File: src/rtl/vga_plot_engine.sv
// Command-driven pixel writer for the VGA adapter plot port.
// Commands queue in a small FIFO and are rasterised row-major at one pixel per clock.
module vga_plot_engine #(
    parameter int XW    = 8,
    parameter int YW    = 7,
    parameter int CW    = 3,
    parameter int XMAX  = 159,
    parameter int YMAX  = 119,
    parameter int DEPTH = 4
) (
    input  logic          clk,
    input  logic          reset,
    input  logic          cmd_valid,
    output logic          cmd_ready,
    input  logic [1:0]    cmd_op,
    input  logic [XW-1:0] cmd_x0,
    input  logic [YW-1:0] cmd_y0,
    input  logic [XW-1:0] cmd_w,
    input  logic [YW-1:0] cmd_h,
    input  logic [CW-1:0] cmd_colour,
    output logic [XW-1:0] x,
    output logic [YW-1:0] y,
    output logic [CW-1:0] colour,
    output logic          plot,
    output logic          busy,
    output logic          done
);
    localparam int AW   = $clog2(DEPTH);
    localparam int CMDW = 2 + 2*XW + 2*YW + CW;

    localparam logic [1:0]    OP_PIXEL = 2'b00;
    localparam logic [1:0]    OP_FILL  = 2'b01;
    localparam logic [1:0]    OP_CLEAR = 2'b10;
    localparam logic [XW-1:0] XMAX_X   = XW'(XMAX);
    localparam logic [YW-1:0] YMAX_Y   = YW'(YMAX);
    localparam logic [XW:0]   XMAX_W   = (XW+1)'(XMAX);
    localparam logic [YW:0]   YMAX_W   = (YW+1)'(YMAX);
    localparam logic [AW:0]   PTR_ONE  = {{AW{1'b0}}, 1'b1};

    typedef enum logic [1:0] {IDLE, LOAD, DRAW} state_t;

    // ---------------- command FIFO ----------------
    logic [CMDW-1:0] fifo_mem [DEPTH];
    logic [AW:0]     wr_ptr_reg, rd_ptr_reg;
    logic            fifo_empty, fifo_full, push, pop;

    logic [1:0]    head_op;
    logic [XW-1:0] head_x0, head_w;
    logic [YW-1:0] head_y0, head_h;
    logic [CW-1:0] head_col;

    assign fifo_empty = (wr_ptr_reg == rd_ptr_reg);
    assign fifo_full  = (wr_ptr_reg[AW] != rd_ptr_reg[AW]) &&
                        (wr_ptr_reg[AW-1:0] == rd_ptr_reg[AW-1:0]);
    assign cmd_ready  = !fifo_full;
    assign push       = cmd_valid && !fifo_full;
    assign {head_op, head_x0, head_y0, head_w, head_h, head_col} = fifo_mem[rd_ptr_reg[AW-1:0]];

    // Storage needs no reset: the pointers alone decide what is valid.
    always_ff @(posedge clk) begin
        if (push) begin
            fifo_mem[wr_ptr_reg[AW-1:0]] <= {cmd_op, cmd_x0, cmd_y0, cmd_w, cmd_h, cmd_colour};
        end
    end

    // ---------------- working registers ----------------
    state_t        state_reg, state_next;
    logic [1:0]    op_reg, op_next;
    logic [XW-1:0] x0_reg, x0_next, w_reg, w_next, xe_reg, xe_next, cx_reg, cx_next;
    logic [YW-1:0] y0_reg, y0_next, h_reg, h_next, ye_reg, ye_next, cy_reg, cy_next;
    logic [CW-1:0] col_reg, col_next;
    logic [XW-1:0] x_reg, x_next;
    logic [YW-1:0] y_reg, y_next;
    logic [CW-1:0] colour_reg, colour_next;
    logic          plot_reg, plot_next, done_reg, done_next;

    // ---------------- command normalisation (used in LOAD) ----------------
    logic [XW-1:0] nx0, nw, xe_clip;
    logic [YW-1:0] ny0, nh, ye_clip;
    logic [XW:0]   x_end_wide;
    logic [YW:0]   y_end_wide;
    logic          empty_cmd;

    always_comb begin
        nx0 = x0_reg;
        ny0 = y0_reg;
        nw  = w_reg;
        nh  = h_reg;
        case (op_reg)
            OP_PIXEL: begin
                nw = XW'(1);
                nh = YW'(1);
            end
            OP_FILL: ;
            OP_CLEAR: begin
                nx0 = '0;
                ny0 = '0;
                nw  = XW'(XMAX + 1);
                nh  = YW'(YMAX + 1);
            end
            default: nw = '0;
        endcase
        // One extra bit keeps the far edge from wrapping before the clip.
        x_end_wide = {1'b0, nx0} + {1'b0, nw} - (XW+1)'(1);
        y_end_wide = {1'b0, ny0} + {1'b0, nh} - (YW+1)'(1);
        xe_clip    = (x_end_wide > XMAX_W) ? XMAX_X : x_end_wide[XW-1:0];
        ye_clip    = (y_end_wide > YMAX_W) ? YMAX_Y : y_end_wide[YW-1:0];
        empty_cmd  = (nw == '0) || (nh == '0) || (nx0 > XMAX_X) || (ny0 > YMAX_Y);
    end

    // ---------------- FSM next state / outputs ----------------
    always_comb begin
        state_next  = state_reg;
        pop         = 1'b0;
        op_next     = op_reg;
        x0_next     = x0_reg;
        y0_next     = y0_reg;
        w_next      = w_reg;
        h_next      = h_reg;
        col_next    = col_reg;
        xe_next     = xe_reg;
        ye_next     = ye_reg;
        cx_next     = cx_reg;
        cy_next     = cy_reg;
        x_next      = x_reg;
        y_next      = y_reg;
        colour_next = colour_reg;
        plot_next   = 1'b0;
        done_next   = 1'b0;
        case (state_reg)
            IDLE: begin
                if (!fifo_empty) begin
                    pop        = 1'b1;
                    op_next    = head_op;
                    x0_next    = head_x0;
                    y0_next    = head_y0;
                    w_next     = head_w;
                    h_next     = head_h;
                    col_next   = head_col;
                    state_next = LOAD;
                end
            end
            LOAD: begin
                if (empty_cmd) begin
                    done_next  = 1'b1;
                    state_next = IDLE;
                end else begin
                    x0_next     = nx0;
                    xe_next     = xe_clip;
                    ye_next     = ye_clip;
                    cx_next     = nx0;
                    cy_next     = ny0;
                    x_next      = nx0;
                    y_next      = ny0;
                    colour_next = col_reg;
                    plot_next   = 1'b1;
                    state_next  = DRAW;
                end
            end
            DRAW: begin
                // cx/cy name the pixel currently on the outputs.
                if (cx_reg == xe_reg) begin
                    if (cy_reg == ye_reg) begin
                        done_next  = 1'b1;
                        state_next = IDLE;
                    end else begin
                        cx_next   = x0_reg;
                        cy_next   = cy_reg + YW'(1);
                        x_next    = x0_reg;
                        y_next    = cy_reg + YW'(1);
                        plot_next = 1'b1;
                    end
                end else begin
                    cx_next   = cx_reg + XW'(1);
                    x_next    = cx_reg + XW'(1);
                    plot_next = 1'b1;
                end
            end
            default: state_next = IDLE;
        endcase
    end

    always_ff @(posedge clk or negedge reset) begin
        if (!reset) begin
            state_reg  <= IDLE;
            wr_ptr_reg <= '0;
            rd_ptr_reg <= '0;
            op_reg     <= '0;
            x0_reg     <= '0;
            y0_reg     <= '0;
            w_reg      <= '0;
            h_reg      <= '0;
            col_reg    <= '0;
            xe_reg     <= '0;
            ye_reg     <= '0;
            cx_reg     <= '0;
            cy_reg     <= '0;
            x_reg      <= '0;
            y_reg      <= '0;
            colour_reg <= '0;
            plot_reg   <= 1'b0;
            done_reg   <= 1'b0;
        end else begin
            state_reg  <= state_next;
            if (push) wr_ptr_reg <= wr_ptr_reg + PTR_ONE;
            if (pop)  rd_ptr_reg <= rd_ptr_reg + PTR_ONE;
            op_reg     <= op_next;
            x0_reg     <= x0_next;
            y0_reg     <= y0_next;
            w_reg      <= w_next;
            h_reg      <= h_next;
            col_reg    <= col_next;
            xe_reg     <= xe_next;
            ye_reg     <= ye_next;
            cx_reg     <= cx_next;
            cy_reg     <= cy_next;
            x_reg      <= x_next;
            y_reg      <= y_next;
            colour_reg <= colour_next;
            plot_reg   <= plot_next;
            done_reg   <= done_next;
        end
    end

    assign x      = x_reg;
    assign y      = y_reg;
    assign colour = colour_reg;
    assign plot   = plot_reg;
    assign done   = done_reg;
    assign busy   = (state_reg != IDLE) || !fifo_empty;

endmodule

File: config.mk
export PLATFORM = sky130hd
export DESIGN_NAME = vga_plot_engine
export DESIGN_NICKNAME = d
export VERILOG_FILES = /design/src/rtl/vga_plot_engine.sv
export SDC_FILE = /design/constraint.sdc
export NUM_CORES = 1
export LEC_CHECK = 0
export ABC_AREA = 1
export CAP_MARGIN = 40
export CELL_PAD_IN_SITES_DETAIL_PLACEMENT = 1
export CELL_PAD_IN_SITES_GLOBAL_PLACEMENT = 1
export CORE_MARGIN = 5
export CORE_UTILIZATION = 51
export CTS_CLUSTER_SIZE = 30
export DETAILED_ROUTE_END_ITERATION = 10
export HOLD_SLACK_MARGIN = 0.15
export PLACE_DENSITY_LB_ADDON = 0.1
export SETUP_SLACK_MARGIN = 0.3
export SYNTH_ARGS = -nofsm -noshare
export SYNTH_HDL_FRONTEND = slang
export SYNTH_SLANG_ARGS = --single-unit
File: constraint.sdc
create_clock -name clk -period 8.69 [get_ports clk]
set_clock_uncertainty 0.2 [all_clocks]
set_input_delay 0.869 -clock clk [delete_from_list [all_inputs] [get_ports clk]]
set_output_delay 0.869 -clock clk [all_outputs]
set_load 0.1 [all_outputs]
==> impl_results.md <==
- Die area: around 23000 sq um
- FILL cells: 2142
- Crit Path Max Fanout: 20
- Sequential standard cell area: just over 6000 sq um
- Syn nets: ~1100
- Starting Density: approximately half
- Setup violations, final: 0
- H-tree levels: 1
- Setup_tns: 0 ns
- CP peak stage delay: about 0.69 ns
- Distinct cells, synth: 36
- Hold WS: 0.265 ns
- First-pass GRT wire length: 44400 um
- Routed Wire Length: about 27000 um
- Width of the die: approximately 150 um
- Max-cap violation count: 0
- Antenna Cells: 0
- DPL Wire Length: 18600 um
- YS warnings: 0
- Synth async-reset ratio: 35.8%
- TritonCTS Buffers: 24
- Post-cts resize count: 0
- Vias in the first global route: between 8000 and 9000
- Max Slew Vio Count: 0
- Post-route cell area: 12400 sq um
- Share of layout cells above drive strength 1: roughly 9%
- FF+latch count, synth: ~220
- Core area: 20200 sq um
- Main synth FF type: edfxtp_1
- CTS root buffer: clkbuf_16
- Worst Path Buf+Inv: 5
- # DRC: 0
- Initial antenna violation count: 0
- Post-synthesis compound-gate area fraction: just under 7%
- Share of the synthesized area in the top cell type: roughly two fifths
- # nets final: about 1200
- Max Fclk: roughly 270 MHz
- ANT nets after route: 0
- Post-synth EDFFs: 140
- Area contributors post-synth: edfxtp_1 (40%), dfrtp_1 (19%), nand2_1 (8.9%)
- Final period util: between 40% and 50%
- Gpl congestion: between 0.8 and 0.9
- Via count: between 7000 and 8000
- CP required: between 8 and 9 ns
- Syn Area/Cell: about 9.8 sq um
- Most frequent cell on the critical path: nand2_1
- Count of final hold-check violations: 0
- Cell count along the critical path: 17
- CTS Sinks: between 200 and 250
- Multi-input gate area: 3740 sq um
- Outcome: complete, no violations
- Post-synth top area cell: edfxtp_1
- Crit path max-delay cell type: dfrtp_1
- Port buffer count: 59
- Area Overhead vs Synth: 18.8%
- Worst hold path class: register to register
- Slew @ Worst Pin: 0.857 ns
- DR pass1 iterations: 6
- Unrepaired setup endpoints after global routing: no
- Sequential area share after synthesis: 58.8%
- Clock-pin transition on the worst setup and hold timing paths: around 0.06 ns
- CP endpoint kind: register
- DR iter-0 viols: about 450
- R2R Setup Slk: ~5.0 ns
- Gr usage total: around 23%
- Dpl ws: 5.09 ns
- CP top delay family: simple AND/OR/NAND/NOR gates
- Max reg flops: between 100 and 150
- Critical Path AT: a little under 4 ns
- Post-Synthesis Cells: ~1100
- Maximum buffer depth of the clock tree: 3
- Reg2Reg Depth: 17
- Die height: 153 um
- Worst-Skew Late Latency: a little over 0.5 ns
- Grt ovf: 0
- Hold depth: 2
- Pin count of the biggest net entering global routing: 73
- Post-Synth XOR/XNOR Area: under 10%
- Post-layout min period: 3.68 ns
- TritonCTS clock tree: yes
- PnR worst setup slack: between 5 and 6 ns
- Mux cell area share after synthesis: under 10%
- Critical path class: register to register
- I/O pins: 60
- Max_slew headroom: between 40% and 50%
- Critical Path Start Type: register
- Largest family of logic cells by synthesized area: simple AND/OR/NAND/NOR gates
- Vias/cell: 5.41
- Rows: 52
- Dpl cell area: about 12000 sq um
- Routed WL per cell: 19.0 um
- Synth Area in Simple Gates: between 10% and 20%
- Mapped Area: approximately 10000 sq um
- Cell Chain, Critical Path: inv_2, nand2_2, nand2_1, ha_1, inv_1, ha_1, inv_1, fa_1, inv_1, nand2_1, nand3_1, nand2_1, nand2_1, nand4_1, nand3_1, nand2_1, inv_1
- Synth Area in Adders: under 10%
==> cells in the mapped netlist (20+ instances only) <==
master      n
ha_1       35
dfrtp_1    78
nand2_1   247
o22ai_1    28
nand3_1    88
xor2_1     20
edfxtp_1  140
inv_1      99
clkbuf_1   26
o21ai_0    76
nor2_1    112
a21oi_1    23
==> repair_timing <==
action | CTS | global route
hold endpoints to repair | 38 | 0
hold buffers | 1 | 0
buffers inserted | 0 | 0
==> worst register-to-register path, cell delays in order, from the launching register on <==
cell	delay [ns]
dfrtp_1	0.69
inv_2	0.13
nand2_2	0.35
nand2_1	0.16
ha_1	0.32
inv_1	0.06
ha_1	0.19
inv_1	0.07
fa_1	0.41
inv_1	0.09
nand2_1	0.08
nand3_1	0.08
nand2_1	0.06
nand2_1	0.22
nand4_1	0.26
nand3_1	0.15
nand2_1	0.06
inv_1	0.05
==> path summary, 6_finish.rpt <==
check | start | to
max | op_reg[0]$_DFFE_PN0P_ | ye_reg[5]$_DFFE_PN0P_
max in group asynchronous | reset | h_reg[0]$_DFFE_PN0P_
min | col_reg[1]$_DFFE_PN0P_ | colour[1]$_DFFE_PN0P_
max reg2reg | op_reg[0]$_DFFE_PN0P_ | ye_reg[5]$_DFFE_PN0P_
min reg2reg | col_reg[1]$_DFFE_PN0P_ | colour[1]$_DFFE_PN0P_
min in group asynchronous | reset | y[4]$_DFFE_PN0P_
==> routing by layer <==
layer	global-route usage, %	wire (um)	vias to the layer above
met3	3.22	1150	30
met2	42.6	14100	148
met1	29.6	11500	3843
met4	4.50	406	0
li1	-	-	3718
met5	0	0	-
==> area by class of cell <==
| cell class | instances | share of cell area, % |
|---|---|---|
| repair buffers | 93 | 8.35 |
| clock inverters | 10 | 0.744 |
| flip-flops and latches | 218 | 49.5 |
| multi-input cells | 702 | 30.1 |
| well taps | 270 | 2.72 |
| clock buffers | 32 | 5.40 |
| inverters | 105 | 3.19 |
==> through the flow <==
step                      util, %  cells
after detailed placement     57.6   1387
after floorplan                 -   1065
after global routing         61.5   1430
after global placement       55.8   1363
final                        61.5   1430
after CTS                    61.5   1430
==> layout by cell type, fill, tap and decap left out, drive strengths merged <==
cell type / netlist / layout
o22ai: 28 / 28
bufinv: 0 / 2
clkinv: 1 / 9
xnor2: 15 / 15
nor3: 3 / 3
clkdlybuf4s50: 0 / 58
xor2: 20 / 20
nand4: 9 / 9
buf: 13 / 34
ha: 35 / 35
o21a: 2 / 2
dlygate4sd3: 0 / 1
inv: 104 / 104
nand3b: 2 / 2
a21oi: 23 / 23
clkbuf: 27 / 32
a31oi: 1 / 1
dfrtp: 78 / 78
nand3: 93 / 93
or2: 7 / 7
o211ai: 1 / 1
a2bb2oi: 1 / 1
nor2: 115 / 115
edfxtp: 140 / 140
mux2: 16 / 16
nand2: 251 / 251
o21ai: 78 / 78
fa: 2 / 2
==> cell families after synthesis <==
kind of cell             Yosys count
XOR/XNOR                          35
multiplexers                      16
AO/OA/AOI/OAI                    134
adder cells (fa/ha/maj)           37
AND/OR/NAND/NOR                  480
flip-flops                       218
buffers and inverters            145
Power is not shown: default switching activity piles up to over one toggle a cycle in this logic, so the estimate is an artifact.
